$ cat config.mk
export PLATFORM = sky130hd
export DESIGN_NAME = inst_mem_loader
export DESIGN_NICKNAME = d
export VERILOG_FILES = /design/src/rtl/inst_mem_loader.sv
export SDC_FILE = /design/constraint.sdc
export NUM_CORES = 1
export LEC_CHECK = 0
export BUFFER_PORTS_ARGS = -buffer_cell sky130_fd_sc_hd__buf_2
export CORE_AREA = 2 2 97 136
export DETAILED_ROUTE_END_ITERATION = 8
export DIE_AREA = 0 0 99 138
export GPL_ROUTABILITY_DRIVEN = 0
export PLACE_DENSITY_LB_ADDON = 0.2
export SLEW_MARGIN = 20
export SYNTH_ARGS = -nofsm -noshare
export SYNTH_HDL_FRONTEND = slang
export SYNTH_SLANG_ARGS = --single-unit
export TNS_END_PERCENT = 10
$ cat constraint.sdc
create_clock -name clk -period 2.31 [get_ports clk]
set_input_delay 0.231 -clock clk [delete_from_list [all_inputs] [get_ports clk]]
set_output_delay 0.231 -clock clk [all_outputs]
set_load 0.02 [all_outputs]
$ cat src/rtl/inst_mem_loader.sv
// rtl/inst_mem_loader.sv - byte-stream program loader for the MIPS instruction memory
// Assembles big-endian words from a valid/ready byte stream and holds the CPU in reset until loaded.
module inst_mem_loader #(
   parameter int ADDR_WIDTH = 6,
   parameter int WORD_WIDTH = 32
) (
   input  logic                  clk,
   input  logic                  rst,
   input  logic                  start,
   input  logic [7:0]            in_data,
   input  logic                  in_valid,
   output logic                  in_ready,
   output logic                  mem_we,
   output logic [ADDR_WIDTH-1:0] mem_addr,
   output logic [WORD_WIDTH-1:0] mem_wdata,
   output logic                  cpu_rst,
   output logic                  busy,
   output logic                  done,
   output logic                  error,
   output logic [ADDR_WIDTH:0]   words_loaded
);

   typedef enum logic [2:0] {LEN_HI, LEN_LO, DATA, DONE, ERROR} state_t;

   localparam logic [15:0] CAPACITY = 16'(2 ** ADDR_WIDTH);

   state_t                state, state_n;
   logic [15:0]           len, len_n;
   logic [1:0]            byte_idx, byte_idx_n;
   logic [ADDR_WIDTH-1:0] word_idx, word_idx_n;
   logic [23:0]           asm_q, asm_n;
   logic                  mem_we_n;
   logic [ADDR_WIDTH-1:0] mem_addr_n;
   logic [WORD_WIDTH-1:0] mem_wdata_n;
   logic [ADDR_WIDTH:0]   words_loaded_n;
   logic [15:0]           len_full;
   logic                  accept;

   assign accept   = in_valid && in_ready;
   assign len_full = {len[15:8], in_data};

   always_comb begin
      state_n        = state;
      len_n          = len;
      byte_idx_n     = byte_idx;
      word_idx_n     = word_idx;
      asm_n          = asm_q;
      mem_we_n       = 1'b0;
      mem_addr_n     = mem_addr;
      mem_wdata_n    = mem_wdata;
      words_loaded_n = words_loaded;

      case (state)
         LEN_HI: begin
            if (accept) begin
               len_n   = {in_data, 8'h00};
               state_n = LEN_LO;
            end
         end
         LEN_LO: begin
            if (accept) begin
               len_n          = len_full;
               byte_idx_n     = 2'd0;
               word_idx_n     = '0;
               words_loaded_n = '0;
               if (len_full == 16'd0)
                  state_n = DONE;
               else if (len_full > CAPACITY)
                  state_n = ERROR;
               else
                  state_n = DATA;
            end
         end
         DATA: begin
            if (accept) begin
               asm_n      = {asm_q[15:0], in_data};
               byte_idx_n = byte_idx + 2'd1;
               if (byte_idx == 2'd3) begin
                  mem_we_n       = 1'b1;
                  mem_addr_n     = word_idx;
                  mem_wdata_n    = {asm_q, in_data};
                  word_idx_n     = word_idx + 1'b1;
                  words_loaded_n = words_loaded + 1'b1;
                  // The final write and the DONE transition share one edge.
                  if (16'(words_loaded) + 16'd1 == len)
                     state_n = DONE;
               end
            end
         end
         DONE, ERROR: begin
            if (start) begin
               state_n        = LEN_HI;
               words_loaded_n = '0;
            end
         end
         default: state_n = LEN_HI;
      endcase
   end

   // Status outputs are registered from the next state so they line up with it.
   always_ff @(posedge clk) begin
      if (rst) begin
         state        <= LEN_HI;
         len          <= '0;
         byte_idx     <= '0;
         word_idx     <= '0;
         asm_q        <= '0;
         in_ready     <= 1'b0;
         mem_we       <= 1'b0;
         mem_addr     <= '0;
         mem_wdata    <= '0;
         cpu_rst      <= 1'b1;
         busy         <= 1'b0;
         done         <= 1'b0;
         error        <= 1'b0;
         words_loaded <= '0;
      end else begin
         state        <= state_n;
         len          <= len_n;
         byte_idx     <= byte_idx_n;
         word_idx     <= word_idx_n;
         asm_q        <= asm_n;
         in_ready     <= (state_n == LEN_HI) || (state_n == LEN_LO) || (state_n == DATA);
         mem_we       <= mem_we_n;
         mem_addr     <= mem_addr_n;
         mem_wdata    <= mem_wdata_n;
         cpu_rst      <= (state_n != DONE);
         busy         <= (state_n == LEN_HI) || (state_n == LEN_LO) || (state_n == DATA);
         done         <= (state_n == DONE);
         error        <= (state_n == ERROR);
         words_loaded <= words_loaded_n;
      end
   end

endmodule

; Yosys cells after proc, flatten, opt, wreduce, memory -nomap -nowiden
; Cells that the tools add are included.
; Widths: inputs -> output; s select.
[totals]
elab_cells = 81
register_bits = 101
in_bits = 12
output_inout_bits = 51
[classes]
n_bitwise = 3
n_mux = 25
n_eq_ne = 16
add_sub_neg = 4
n_reduce_logical = 18
order_cmp = 1
[ops]
columns = cell, count
row1 = $pmux 16 s2, 1
row2 = $mux 7, 4
row3 = $mux 3, 8
row4 = $pmux 7 s3, 1
row5 = $mux 6, 3
row6 = $eq 8x16->1, 1
row7 = $gt 16x7->1 const B, 1
row8 = $logic_not 16->1, 1
row9 = $mux 16, 1
row10 = $eq 3x2->1 const B, 4
row11 = $pmux 3 s4, 1
row12 = $pmux 6 s2, 1
row13 = $reduce_and 3->1, 4
row14 = $ne 2x2->1 const B, 5
row15 = $add 7x1->8 const B, 1
row16 = $mux 8, 1
row17 = $add 7x1->7 const B, 1
row18 = $add 6x1->6 const B, 1
row19 = $eq 3x1->1 const B, 2
row20 = $eq 3x3->1 const B, 2
row21 = $logic_not 3->1, 2
row22 = $reduce_and 5->1, 1
row23 = $mux 2, 2
row24 = $pmux 2 s2, 1
row25 = other kinds (13), 17

; Depth between registers and ports, before layout
; Gate-level depths: netlist of the first run.
[logic_depth]
depth_word = 9
ltp_mapped = 9
ltp_nobuf = 7

; Worst setup path before layout of the first run
; OpenSTA, ideal clock, no wires.
[synth_timing]
path_type = reg-to-reg
from = register words_loaded[0]
to = register busy
synth_period_minus_slack_ns = 2.041
arrival_ns = 1.909
path_buffers = 1
stages_incl_launch_ff = 9
setup_slack_ns = 0.269
path_cell_list = dfxtp_1 ha_1 clkbuf_1 nor3b_1 nor3_1 o32ai_1 nand4_1 o31ai_1 nor4_1
[synth_via]
elab_chain_cells = 9
elab_cells_between_ends = 11
classes_between = add/sub (1) / eq/ne (3) / mux (4) / reduce/logical (3)
[synth_lines]
columns = element, line_no
row1 = from (decl), 20  ; output logic [ADDR_WIDTH:0] words_loaded
row2 = from (signal assigned), 131  ; words_loaded <= words_loaded_n;
row3 = $add 7x1->8 *, 85  ; if (16'(words_loaded) + 16'd1 == len)
row4 = $eq 8x16->1 *, 85
row5 = $mux 3 *, 85
row6 = $mux 3 *, 78  ; if (byte_idx == 2'd3) begin
row7 = $mux 3 *, 75  ; if (accept) begin
row8 = $pmux 3 s4 *, 53  ; case (state)
row9 = $eq 3x1->1 or $logic_not 3->1 (tied branches), 128  ; busy <= (state_n == LEN_HI) || (state_n == LEN_LO) || (state_n == DATA);
row10 = $logic_or 1x1->1, 128
row11 = $logic_or 1x1->1 *, 128
row12 = to (signal assigned), 128
row13 = to (decl), 17  ; output logic busy,
; Every way passes the cells marked *; elsewhere a longest branch is shown, timed or not.
; A chain may end at the register's enable or synchronous reset.

; Worst setup path after layout of the first run
; Ends and elaborated chain as after synthesis.

==> results of run 1 <==
## cells by family (layout without fill, tap and decap cells)
logic type / after synthesis / in the layout
adder cells (fa/ha/maj): 3 / 3
flip-flops: 101 / 101
AO/OA/AOI/OAI: 122 / 122
AND/OR/NAND/NOR: 230 / 230
XOR/XNOR: 14 / 14
buffers and inverters: 41 / 94
## metrics by stage
step | utilization | worst slack, ps | hold slack, ps | area (sq um)
global route | 0.3860 | 20.41 | 179.2 | 4851
global placement | 0.3577 | 259.3 | 441.6 | 4496
detailed placement | 0.3577 | 178.3 | 445.0 | 4496
CTS | 0.3858 | 175.3 | 167.0 | 4848
floorplan | - | 269.0 | 367.0 | 4030
finish | 0.3860 | 158.5 | 175.6 | 4851
## layout by cell type (no fill, tap or decap), types with 3 or more instances in the layout
cell type,instances
sky130_fd_sc_hd__nand2_1,154
sky130_fd_sc_hd__dfxtp_1,101
sky130_fd_sc_hd__a21oi_1,93
sky130_fd_sc_hd__buf_2,62
sky130_fd_sc_hd__nor2_1,20
sky130_fd_sc_hd__nand3_1,15
sky130_fd_sc_hd__o21ai_0,14
sky130_fd_sc_hd__buf_4,10
sky130_fd_sc_hd__nor3_1,9
sky130_fd_sc_hd__clkbuf_16,9
sky130_fd_sc_hd__xnor2_1,7
sky130_fd_sc_hd__xor2_1,7
sky130_fd_sc_hd__or3_1,6
sky130_fd_sc_hd__inv_1,3
sky130_fd_sc_hd__and2_1,3
sky130_fd_sc_hd__bufinv_16,3
sky130_fd_sc_hd__inv_6,3
## power by group
part           switching, mW  internal [mW]
sequential            0.0111           1.75
combinational          0.103         0.0473
clock                  0.701           1.08
## Yosys cell counts (2+ instances only)
library cell	count
sky130_fd_sc_hd__inv_1	3
sky130_fd_sc_hd__o21ai_0	14
sky130_fd_sc_hd__nor3_1	9
sky130_fd_sc_hd__and4_1	2
sky130_fd_sc_hd__nor2_1	20
sky130_fd_sc_hd__buf_2	9
sky130_fd_sc_hd__clkbuf_1	23
sky130_fd_sc_hd__and2_1	3
sky130_fd_sc_hd__xnor2_1	7
sky130_fd_sc_hd__nand3_1	15
sky130_fd_sc_hd__buf_1	3
sky130_fd_sc_hd__nor4_1	2
sky130_fd_sc_hd__o2111ai_1	2
sky130_fd_sc_hd__ha_1	3
sky130_fd_sc_hd__dfxtp_1	101
sky130_fd_sc_hd__o21a_1	2
sky130_fd_sc_hd__xor2_1	7
sky130_fd_sc_hd__nor2b_1	2
sky130_fd_sc_hd__a21oi_1	93
sky130_fd_sc_hd__nand3b_1	2
sky130_fd_sc_hd__nor4_2	2
sky130_fd_sc_hd__or3_1	6
sky130_fd_sc_hd__nor3b_1	2
sky130_fd_sc_hd__buf_4	2
sky130_fd_sc_hd__nand2_1	154
## sequential cells by signal, indices dropped and copies added (netlist names)
register and flops:
word_idx 6, mem_wdata 32, len 16, error 1
words_loaded 7, busy 1, mem_we 1, cpu_rst 1
byte_idx 2, state 3, done 1, asm_q 24
mem_addr 6
## worst min-delay path by stage
stage | slack [ps] | cells after the start | end
2_1_floorplan | 370 | 2 | asm_q[0]$_SDFFE_PP0P_
3_3_place_gp | 440 | 2 | mem_wdata[2]$_SDFFE_PP0P_
3_5_place_dp | 440 | 2 | mem_addr[1]$_SDFFE_PP0P_
4_1_cts | 170 | 3 | asm_q[3]$_SDFFE_PP0P_
5_1_grt | 180 | 3 | asm_q[3]$_SDFFE_PP0P_
6_report | 180 | 3 | mem_wdata[2]$_SDFFE_PP0P_
## final cells by class
type | count | area, sq um
clock buffers | 9 | 225.2
clock inverters | 7 | 127.6
fillers | 1307 | 7717
inverters | 4 | 15.01
multi-input cells | 369 | 1844
flip-flops and latches | 101 | 2022
well taps | 153 | 191.4
repair buffers | 74 | 425.4
## worst min-delay path, stage by stage
cell and delay (ps):
sky130_fd_sc_hd__buf_2 130, sky130_fd_sc_hd__nand2_1 60, sky130_fd_sc_hd__a21oi_1 50
## per-layer routing
| metal | GRT usage | share of wire |
|---|---|---|
| met3 | 0.02073 | 0.030 |
| met5 | 0 | 0 |
| met4 | 0.07354 | 0.026 |
| met1 | 0.1804 | 0.43 |
| met2 | 0.2582 | 0.51 |
## what timing repair did
action                                  CTS  global route
endpoints found under the setup margin    0             1
hold buffers                              0             0
gates resized for setup                   0             1
==> qor.yml, run 1 <==
power_and_ir_drop:
  leakagePower_nw: 1.800
  report.power.total_mw: 3.695
  vdd_drop_max_v: 0.0003929
  power.density_nw_per_um2: 761.6
floorplan:
  die_outline_area_sq_um: 13660
  floorplan.initialDensity: 0.3207
  rows: 49
  core_area_sq_um: 12570
  fp.dieH_um: 138
  floorplan.io_pins: 63
  die_w_um: 99
timing:
  maxSlewViolCount: 0
  report.final.setup_viol: 0
  timing.final.crit_period_ps: 2151
  worst_slew_margin: 0.6517
  setup_tns_ps: 0
  worst_pin_slew_ps: 522.4
  final.setup_skew_ps: 5.224
  unrepaired_setup_endpoints_after_global_routing: "false"
  max_clock_freq_ghz: 0.4648
  total_count_of_hold_check_failures_in_the_final_report: 0
  min_period_over_period: 0.9314
clock_tree:
  clock_sink_count: 101
  clk_root_buffer_cell: "sky130_fd_sc_hd__clkbuf_16"
  clockBufferDepth: 2
  worst_skew_pair.late_latency_ps: 340
  cts_made_buffers: 9
  clock_tree.htree_level_count: 3
  tritoncts: "built"
  cts.clk_slew.worst_paths_ps: 70
  postCtsSetupBuffers: 0
grt:
  number_of_global_route_vias_before_repair: 3369
  antenna_found_initial: 0
  first_pass_grt_wire_length_um: 16700
  grt-ovfl-total: 0
  grt_start_max_net_pins: 79
  globalRouteTotalUtil: 0.1497
critical_path:
  crit_path_max_fanout: 8
  critPathTopFamily: "simple AND/OR/NAND/NOR gates"
  worstSetupPathDepth: 8
  worst-endpoint-arrival_ps: 2360
  worst_r2r_endpoint: "busy$_SDFF_PP0_"
  timing.critical_path.to: "busy$_SDFF_PP0_"
  critPathRequiredTime_ps: 2520
  startpoint_type: "flop"
  critical-path-max-stage-delay_ps: 460
  timing.critical_path.buf_inv: 1
  rr_startpoint: "words_loaded[0]$_SDFFE_PP0P_"
  rr_worst_depth: 8
  ff2ff_setup_slack_ps: 160
  critPathSlowestCell: "sky130_fd_sc_hd__dfxtp_1"
  crit_path_cells: "ha_2 > buf_4 > nor3b_1 > nor3_1 > o32ai_1 > nand4_1 > o31ai_1 > nor4_1"
  timing.setup.critical_path_class: "reg2reg"
  endpoint_kind: "flop"
  crit_path_start: "words_loaded[0]$_SDFFE_PP0P_"
logic_synthesis:
  synth-edff-count: 0
  seq_area_frac_synth: 0.5017
  synthXorXnorAreaFrac: 0.03043
  net_count_after_synthesis: 526
  post_synth_mux_area_share: 0
  yosys.area_share.simple: 0.2515
  synth_area_per_cell_sq_um: 7.887
  post_synth_main_area_contributors: "sky130_fd_sc_hd__dfxtp_1, sky130_fd_sc_hd__nand2_1, sky130_fd_sc_hd__a21oi_1, sky130_fd_sc_hd__clkbuf_1, sky130_fd_sc_hd__nand3_1"
  post_synth_instance_area_sq_um: 4030
  yosysTopAreaCellShare: 0.5017
  postSynthRegisterBits: 101
  synth_fa_ha_area_frac: 0.009314
  netlist.top_cell.by_area: "sky130_fd_sc_hd__dfxtp_1"
  combinational_family_with_the_most_area_after_synthesis: "simple AND/OR/NAND/NOR gates"
  ys.flop_type: "sky130_fd_sc_hd__dfxtp_1"
  synthArstFlopShare: 0
  synthesis.yosys.warnings: 0
  synth_compound_gate_area_share: 0.1642
  post_synth_inst_count: 511
  synth_cell_type_count: 48
route:
  drc_violation_count_after_routing: 0
  drt_first_iter_violations: 160
  routed_wire_length_per_instance_um: 14.17
  wirelength_um: 10160
  vias_per_cell: 4.930
  final_antenna_net_count: 0
  vias: 3535
  dr.pass1.iters: 5
final_layout:
  area.growth.synth_to_final_pct: 20.37
  layout-drive-gt1-share: 0.1755
  final_cell_count_no_fill: 717
  finish.net_count: 574
  antenna_cells_inserted: 0
worst_hold_path:
  min_path_type: "in2reg"
  hold_path.startpoint: "in_data[2]"
place:
  place_inst: 701
  hpwl_um: 6861
  numPortBuffers: 62
job:
  maxCapViolations: 0
status:
  run_status: "finished clean"
No activity file was read; power rests on OpenSTA's default activity.
==> inputs of run 2 (changes only) <==
BUFFER_PORTS_ARGS = -buffer_cell sky130_fd_sc_hd__buf_4   (was -buffer_cell sky130_fd_sc_hd__buf_2)
==> run 2 against run 1 <==
Net effect:
- sequential power barely moved
- worst hold slack improved by 0.97 ps
- clock power fell by 7%
- routed wire length rose by 1.4%
- die area did not move
- fmax rose by 4.5%
- via count rose by 0.93%
- final cell count did not move
- critical path type unchanged
==> qor.yml, run 2 (same netlist as run 1, synthesis figures left out) <==
status:
  run_status: "finished clean"
power_and_ir_drop:
  power.density_nw_per_um2: 718.3  # -5.7%
  clock_share_of_power: 0.463  # -0.019
  power_internal_mw: 2.795  # -2.9%
  leakagePower_nw: 1.793  # -0.38%
  power.share.switching: 0.2197  # -0.0008353
  sequential_power_share: 0.493  # +0.015
  p_comb_frac: 0.044  # +0.003
  p_sw_mw: 0.7872  # -3.4%
  vdd_drop_max_v: 0.0003924  # -0.12%
  report.power.total_mw: 3.582  # -3.0%
place:
  numPortBuffers: 62  # unchanged
  hpwl_um: 6941  # +1.2%
critical_path:
  timing.critical_path.buf_inv: 1  # unchanged
  timing.setup.critical_path_class: "reg2reg"
  rr_startpoint: "state[1]$_SDFF_PP0_"
  rr_worst_depth: 5  # -3
  critPathTopFamily: "simple AND/OR/NAND/NOR gates"
  timing.critical_path.to: "words_loaded[3]$_SDFFE_PP0P_"
  endpoint_kind: "flop"
  worst_r2r_endpoint: "words_loaded[3]$_SDFFE_PP0P_"
  critPathRequiredTime_ps: 2580  # +60 ps
  crit_path_cells: "nand3b_1 > or3_1 > buf_4 > or3_1 > a21oi_1"
  crit_path_start: "state[1]$_SDFF_PP0_"
  crit_path_max_fanout: 45  # +37
  startpoint_type: "flop"
  critical-path-max-stage-delay_ps: 520  # +60 ps
  ff2ff_setup_slack_ps: 250  # +90 ps
  worstSetupPathDepth: 5  # -3
  critPathSlowestCell: "sky130_fd_sc_hd__dfxtp_1"
  worst-endpoint-arrival_ps: 2330  # -30 ps
  cpMostUsedCell: "sky130_fd_sc_hd__or3_1"
floorplan:
  die_outline_area_sq_um: 13660  # unchanged
  floorplan.initialDensity: 0.3207  # unchanged
  floorplan.io_pins: 63  # unchanged
  core_area_sq_um: 12570  # unchanged
  rows: 49  # unchanged
  die_w_um: 99  # unchanged
  fp.dieH_um: 138  # unchanged
route:
  wirelength_um: 10300  # +1.4%
  drc_violation_count_after_routing: 0  # unchanged
  vias: 3568  # +0.93%
  dr.pass1.iters: 4  # -1
  vias_per_cell: 4.976  # +0.93%
  routed_wire_length_per_instance_um: 14.37  # +1.4%
  drt_first_iter_violations: 142  # -11%
  final_antenna_net_count: 0  # unchanged
timing:
  max_clock_freq_ghz: 0.4855  # +4.5%
  final.setup_skew_ps: 5.198  # -0.02634 ps
  min_period_over_period: 0.8917  # -0.03970
  report.final.setup_viol: 0  # unchanged
  unrepaired_setup_endpoints_after_global_routing: "false"
  setup_tns_ps: 0  # unchanged
  worst_slew_margin: 0.6568  # +0.005082
  timing.final.crit_period_ps: 2060  # -91.71 ps
  maxSlewViolCount: 0  # unchanged
  total_count_of_hold_check_failures_in_the_final_report: 0  # unchanged
  worst_pin_slew_ps: 514.8  # -7.622 ps
final_layout:
  finish.net_count: 574  # unchanged
  regMostFlops: "mem_wdata"
  reg_top3: "mem_wdata (32), asm_q (24), len (16)"
  final_core_util: 0.3968  # +0.01085
  fillCellCount: 1296  # -0.84%
  antenna_cells_inserted: 0  # unchanged
  layout-drive-gt1-share: 0.1773  # +0.001773
  layout_commonest_cell: "sky130_fd_sc_hd__nand2_1"
  max_ffs_per_register: 32  # unchanged
  area.growth.synth_to_final_pct: 23.75
  most-common-layout-cells: "sky130_fd_sc_hd__nand2_1, sky130_fd_sc_hd__dfxtp_1, sky130_fd_sc_hd__a21oi_1"
clock_tree:
  cts.clk_slew.worst_paths_ps: 70  # about the same
  worst_skew_pair.late_latency_ps: 340  # about the same
  ctsHoldBuffers: 0  # unchanged
  post_cts_resize_count: 0  # unchanged
  cts_made_buffers: 9  # unchanged
  tritoncts: "built"
  clock_sink_count: 101  # unchanged
  clk_root_buffer_cell: "sky130_fd_sc_hd__clkbuf_16"
  clockBufferDepth: 2  # unchanged
  clock_tree.htree_level_count: 3  # unchanged
  postCtsSetupBuffers: 0  # unchanged
worst_hold_path:
  worstHoldPathCells: 3  # unchanged
  min_path_type: "in2reg"
  hold_path.startpoint: "in_data[2]"
job:
  maxCapViolations: 0  # unchanged
grt:
  antenna_found_initial: 0  # unchanged
  number_of_global_route_vias_before_repair: 3416  # +1.4%
  globalRouteTotalUtil: 0.1505  # +0.0007505
  first_pass_grt_wire_length_um: 16450  # -1.5%
  grt-ovfl-total: 0  # unchanged
  grt_start_max_net_pins: 54  # -32%
==> run 2: cell count changes in the layout (fill, tap and decap cells not counted), sizes merged <==
cell	before	now
bufinv	3	2
clkinv	0	2
clkinvlp	0	1
clkbuf	9	10
inv	8	5
==> run 2: layout make-up <==
type | instances | area [sq um] | area share
Inverter | 4 | 15.01 | 0.003011
Clock inverter | 6 | 93.84 | 0.01882
Multi-Input combinational cell | 369 | 1844 | 0.3698
Timing Repair Buffer | 74 | 580.6 | 0.1164
Sequential cell | 101 | 2023 | 0.4057
Clock buffer | 10 | 239.0 | 0.04792
Tap cell | 153 | 191.4 | 0.03838
==> run 2: how the worst min path moves through the flow <==
stage	endpoint
after global routing	mem_wdata[2]$_SDFFE_PP0P_
after CTS	asm_q[2]$_SDFFE_PP0P_
final	mem_wdata[2]$_SDFFE_PP0P_
after floorplan	asm_q[0]$_SDFFE_PP0P_
after global placement	mem_wdata[26]$_SDFFE_PP0P_
after detailed placement	mem_wdata[26]$_SDFFE_PP0P_
==> run 2: per-layer routing <==
metal,part of all wire,wire (um),up-vias,track usage
li1,-,-,1810,-
met1,0.42,4344,1659,0.1770
met2,0.51,5293,77,0.2585
met3,0.031,324,22,0.01769
met4,0.033,340,0,0.09012
met5,0,0,-,0
==> run 2: worst min-delay path, stage by stage <==
cell,delay (ps)
sky130_fd_sc_hd__buf_4,140
sky130_fd_sc_hd__nand2_1,50
sky130_fd_sc_hd__a21oi_1,50
==> run 2: power groups by stage <==
stage	Sequential (mW)	Clock, mW	Combinational [mW]
2_1_floorplan	1.80	0	0.0954
3_3_place_gp	1.81	0	0.156
3_5_place_dp	1.81	0	0.158
4_1_cts	1.77	1.70	0.158
5_1_grt	1.77	1.76	0.172
6_report	1.77	1.66	0.158
==> run 2: through the flow <==
step | cell area (sq um) | instances | hold WS [ps] | setup slack (ps)
final | 4987 | 717 | 176.5 | 250.2
after global routing | 4987 | 717 | 181.2 | 67.92
after CTS | 4984 | 717 | 164.2 | 144.7
after detailed placement | 4651 | 701 | 446.3 | 160.5
after global placement | 4651 | 701 | 438.6 | 254.2
after floorplan | 4030 | 511 | 367.0 | 269.0
==> inputs of run 3 (changes only) <==
--- a/config.mk
+++ b/config.mk
@@ -8,5 +8,5 @@
 export BUFFER_PORTS_ARGS = -buffer_cell sky130_fd_sc_hd__buf_4
-export CORE_AREA = 2 2 97 136
+export CORE_AREA = 2 2 76 107
 export DETAILED_ROUTE_END_ITERATION = 8
-export DIE_AREA = 0 0 99 138
+export DIE_AREA = 0 0 78 109
 export GPL_ROUTABILITY_DRIVEN = 0
==> constraint.sdc (replaced) <==
create_clock -name clk -period 2.31 [get_ports clk]
set_input_delay 0.1155 -clock clk [delete_from_list [all_inputs] [get_ports clk]]
set_output_delay 0.1155 -clock clk [all_outputs]
set_load 0.02 [all_outputs]
==> run 3 against run 2 <==
Net effect:
- setup slack worse by 140 ps
- worst hold slack worse by 160 ps
- register-to-register slack worse by 140 ps
- clock power is 26% lower
- utilization is 23 points higher
- routed wire length is 11% lower
- final cell count is 7.4% lower
- fmax is 6.5% lower
- final area is 4.1% lower
- clock-buffer cell count is 1 lower
- die area is 38% lower
- highest routed layer unchanged
==> qor.yml, run 3 (same netlist as run 1, synthesis figures left out) <==
clock_tree:
  worst_skew_pair.late_latency_ps: 370  # +30 ps
  clock_sink_count: 101  # unchanged
  post_cts_resize_count: 0  # unchanged
  cts_made_buffers: 9  # unchanged
  postCtsSetupBuffers: 0  # unchanged
  clockBufferDepth: 2  # unchanged
  clock_tree.htree_level_count: 3  # unchanged
  tritoncts: "built"
  clk_root_buffer_cell: "sky130_fd_sc_hd__clkbuf_8"
  ctsHoldBuffers: 0  # unchanged
  cts.clk_slew.worst_paths_ps: 90  # +20 ps
final_layout:
  final_cell_area_sq_um: 4781  # -4.1%
  layout_commonest_cell: "sky130_fd_sc_hd__nand2_1"
  area.growth.synth_to_final_pct: 18.63
  multi_input_area_sq_um: 1842  # -0.14%
  layout-drive-gt1-share: 0.1738  # -0.003546
  reg_top3: "mem_wdata (32), asm_q (24), len (16)"
  fillCellCount: 692  # -47%
  most-common-layout-cells: "sky130_fd_sc_hd__nand2_1, sky130_fd_sc_hd__dfxtp_1, sky130_fd_sc_hd__a21oi_1"
  register_area_sq_um: 2022  # about the same
  max_ffs_per_register: 32  # unchanged
  antenna_cells_inserted: 0  # unchanged
  regMostFlops: "mem_wdata"
  finish.net_count: 574  # unchanged
critical_path:
  timing.setup.critical_path_class: "reg2reg"
  critPathRequiredTime_ps: 2550  # -30 ps
  critPathSlowestCell: "sky130_fd_sc_hd__dfxtp_1"
  ff2ff_setup_slack_ps: 110  # -140 ps
  timing.critical_path.buf_inv: 1  # unchanged
  worst-endpoint-arrival_ps: 2440  # +110 ps
  critical-path-max-stage-delay_ps: 480  # -40 ps
  startpoint_type: "flop"
  critPathTopFamily: "compound AO/OA/AOI/OAI gates"
  crit_path_max_fanout: 10  # -78%
  endpoint_kind: "flop"
  crit_path_cells: "ha_1 > buf_4 > nor3b_1 > nor3_1 > o32ai_1 > nand4_1 > o31ai_1 > nor4_1"
power_and_ir_drop:
  p_sw_mw: 0.7290  # -7.4%
  power.density_nw_per_um2: 658.8  # -8.3%
  p_comb_frac: 0.047  # +0.003
  sequential_power_share: 0.561  # +0.068
  power_internal_mw: 2.420  # -13%
  power.share.switching: 0.2315  # +0.01173
  leakagePower_nw: 1.736  # -3.2%
  vdd_drop_max_v: 0.0004712  # +20%
  clock_share_of_power: 0.392  # -0.071
route:
  drt_first_iter_violations: 213  # +50%
  vias: 3615  # +1.3%
  dr.pass1.iters: 5  # +1
  wirelength_um: 9195  # -11%
  drc_violation_count_after_routing: 0  # unchanged
  vias_per_cell: 5.444  # +9.4%
  final_antenna_net_count: 0  # unchanged
  routed_wire_length_per_instance_um: 13.85  # -3.6%
timing:
  min_period_over_period: 0.9533  # +0.06165
  setup_tns_ps: 0  # unchanged
  timing.final.crit_period_ps: 2202  # +142.4 ps
  report.final.setup_viol: 0  # unchanged
  worst_pin_slew_ps: 547.6  # +32.82 ps
  maxSlewViolCount: 0  # unchanged
  final.setup_skew_ps: 8.078  # +2.880 ps
  unrepaired_setup_endpoints_after_global_routing: "false"
  total_count_of_hold_check_failures_in_the_final_report: 0  # unchanged
  max_clock_freq_ghz: 0.4541  # -6.5%
  worst_slew_margin: 0.6350  # -0.02188
grt:
  number_of_global_route_vias_before_repair: 3321  # -2.8%
  globalRouteTotalUtil: 0.2245  # +0.07404
  first_pass_grt_wire_length_um: 15020  # -8.7%
  grt-ovfl-total: 0  # unchanged
  antenna_found_initial: 0  # unchanged
  grt_start_max_net_pins: 55  # +1.9%
place:
  dpl-instance-area_sq_um: 4559  # -2.0%
  numPortBuffers: 62  # unchanged
  hpwl_um: 6160  # -11%
floorplan:
  floorplan.io_pins: 63  # unchanged
  die_outline_area_sq_um: 8502  # -38%
  rows: 38  # -22%
  core_area_sq_um: 7607  # -39%
  die_w_um: 78  # -21%
  floorplan.initialDensity: 0.5298  # +0.2091
  fp.dieH_um: 109  # -21%
status:
  run_status: "finished clean"
worst_hold_path:
  min_path_type: "in2reg"
job:
  maxCapViolations: 0  # unchanged
==> run 3: cell types whose count changed in the layout (fill, tap and decap cells not counted), sizes merged <==
cell / delta
clkbuf: -1
clkinv: -1
clkinvlp: +1
inv: +1
==> run 3: metrics by stage <==
step / util / instances / power (mW) / setup slack, ps / hold WS, ps
6_report: 0.6285 / 664 / 3.149 / 107.8 / 20.57
5_1_grt: 0.6285 / 664 / 3.251 / 25.93 / 16.20
4_1_cts: 0.6285 / 664 / 3.167 / 170.2 / 4.155
3_5_place_dp: 0.5993 / 648 / 1.955 / 187.5 / 408.9
3_3_place_gp: 0.5993 / 648 / 1.952 / 266.4 / 402.8
2_1_floorplan: - / 511 / 1.899 / 269.0 / 251.5
==> run 3: final cells by class <==
class | count | area share
Tap cell | 100 | 0.02617
Multi-Input combinational cell | 369 | 0.3852
Clock buffer | 9 | 0.02591
Clock inverter | 7 | 0.02041
Sequential cell | 101 | 0.4229
Inverter | 4 | 0.003141
Timing Repair Buffer | 74 | 0.1162
==> run 3: metal layers <==
metal / global-route usage / vias to the layer above / wire (um)
met4: 0.1241 / 0 / 293
met3: 0.03974 / 24 / 447
met1: 0.2619 / 1686 / 3732
met5: 0 / - / 0
met2: 0.3898 / 101 / 4721
li1: - / 1804 / -
==> run 3: worst min-delay path: stages <==
cell                      delay [ps]
sky130_fd_sc_hd__buf_4           130
sky130_fd_sc_hd__nand2_1          50
sky130_fd_sc_hd__a21oi_1          50
==> run 3: worst paths after layout <==
kind                                                    from  cells after the start                   endpoint
worst max-delay path            words_loaded[0]$_SDFFE_PP0P_                      8            busy$_SDFF_PP0_
worst min-delay path                              in_data[0]                      3  mem_wdata[0]$_SDFFE_PP0P_
worst max register to register  words_loaded[0]$_SDFFE_PP0P_                      8            busy$_SDFF_PP0_
worst min register to register     mem_wdata[9]$_SDFFE_PP0P_                      2  mem_wdata[9]$_SDFFE_PP0P_
==> run 3: power by group through the flow <==
stage	clock network (mW)	logic [mW]	registers (mW)
after floorplan	0	0.0954	1.80
after global placement	0	0.146	1.81
after detailed placement	0	0.149	1.81
after CTS	1.25	0.149	1.77
after global routing	1.32	0.165	1.77
final	1.23	0.149	1.77
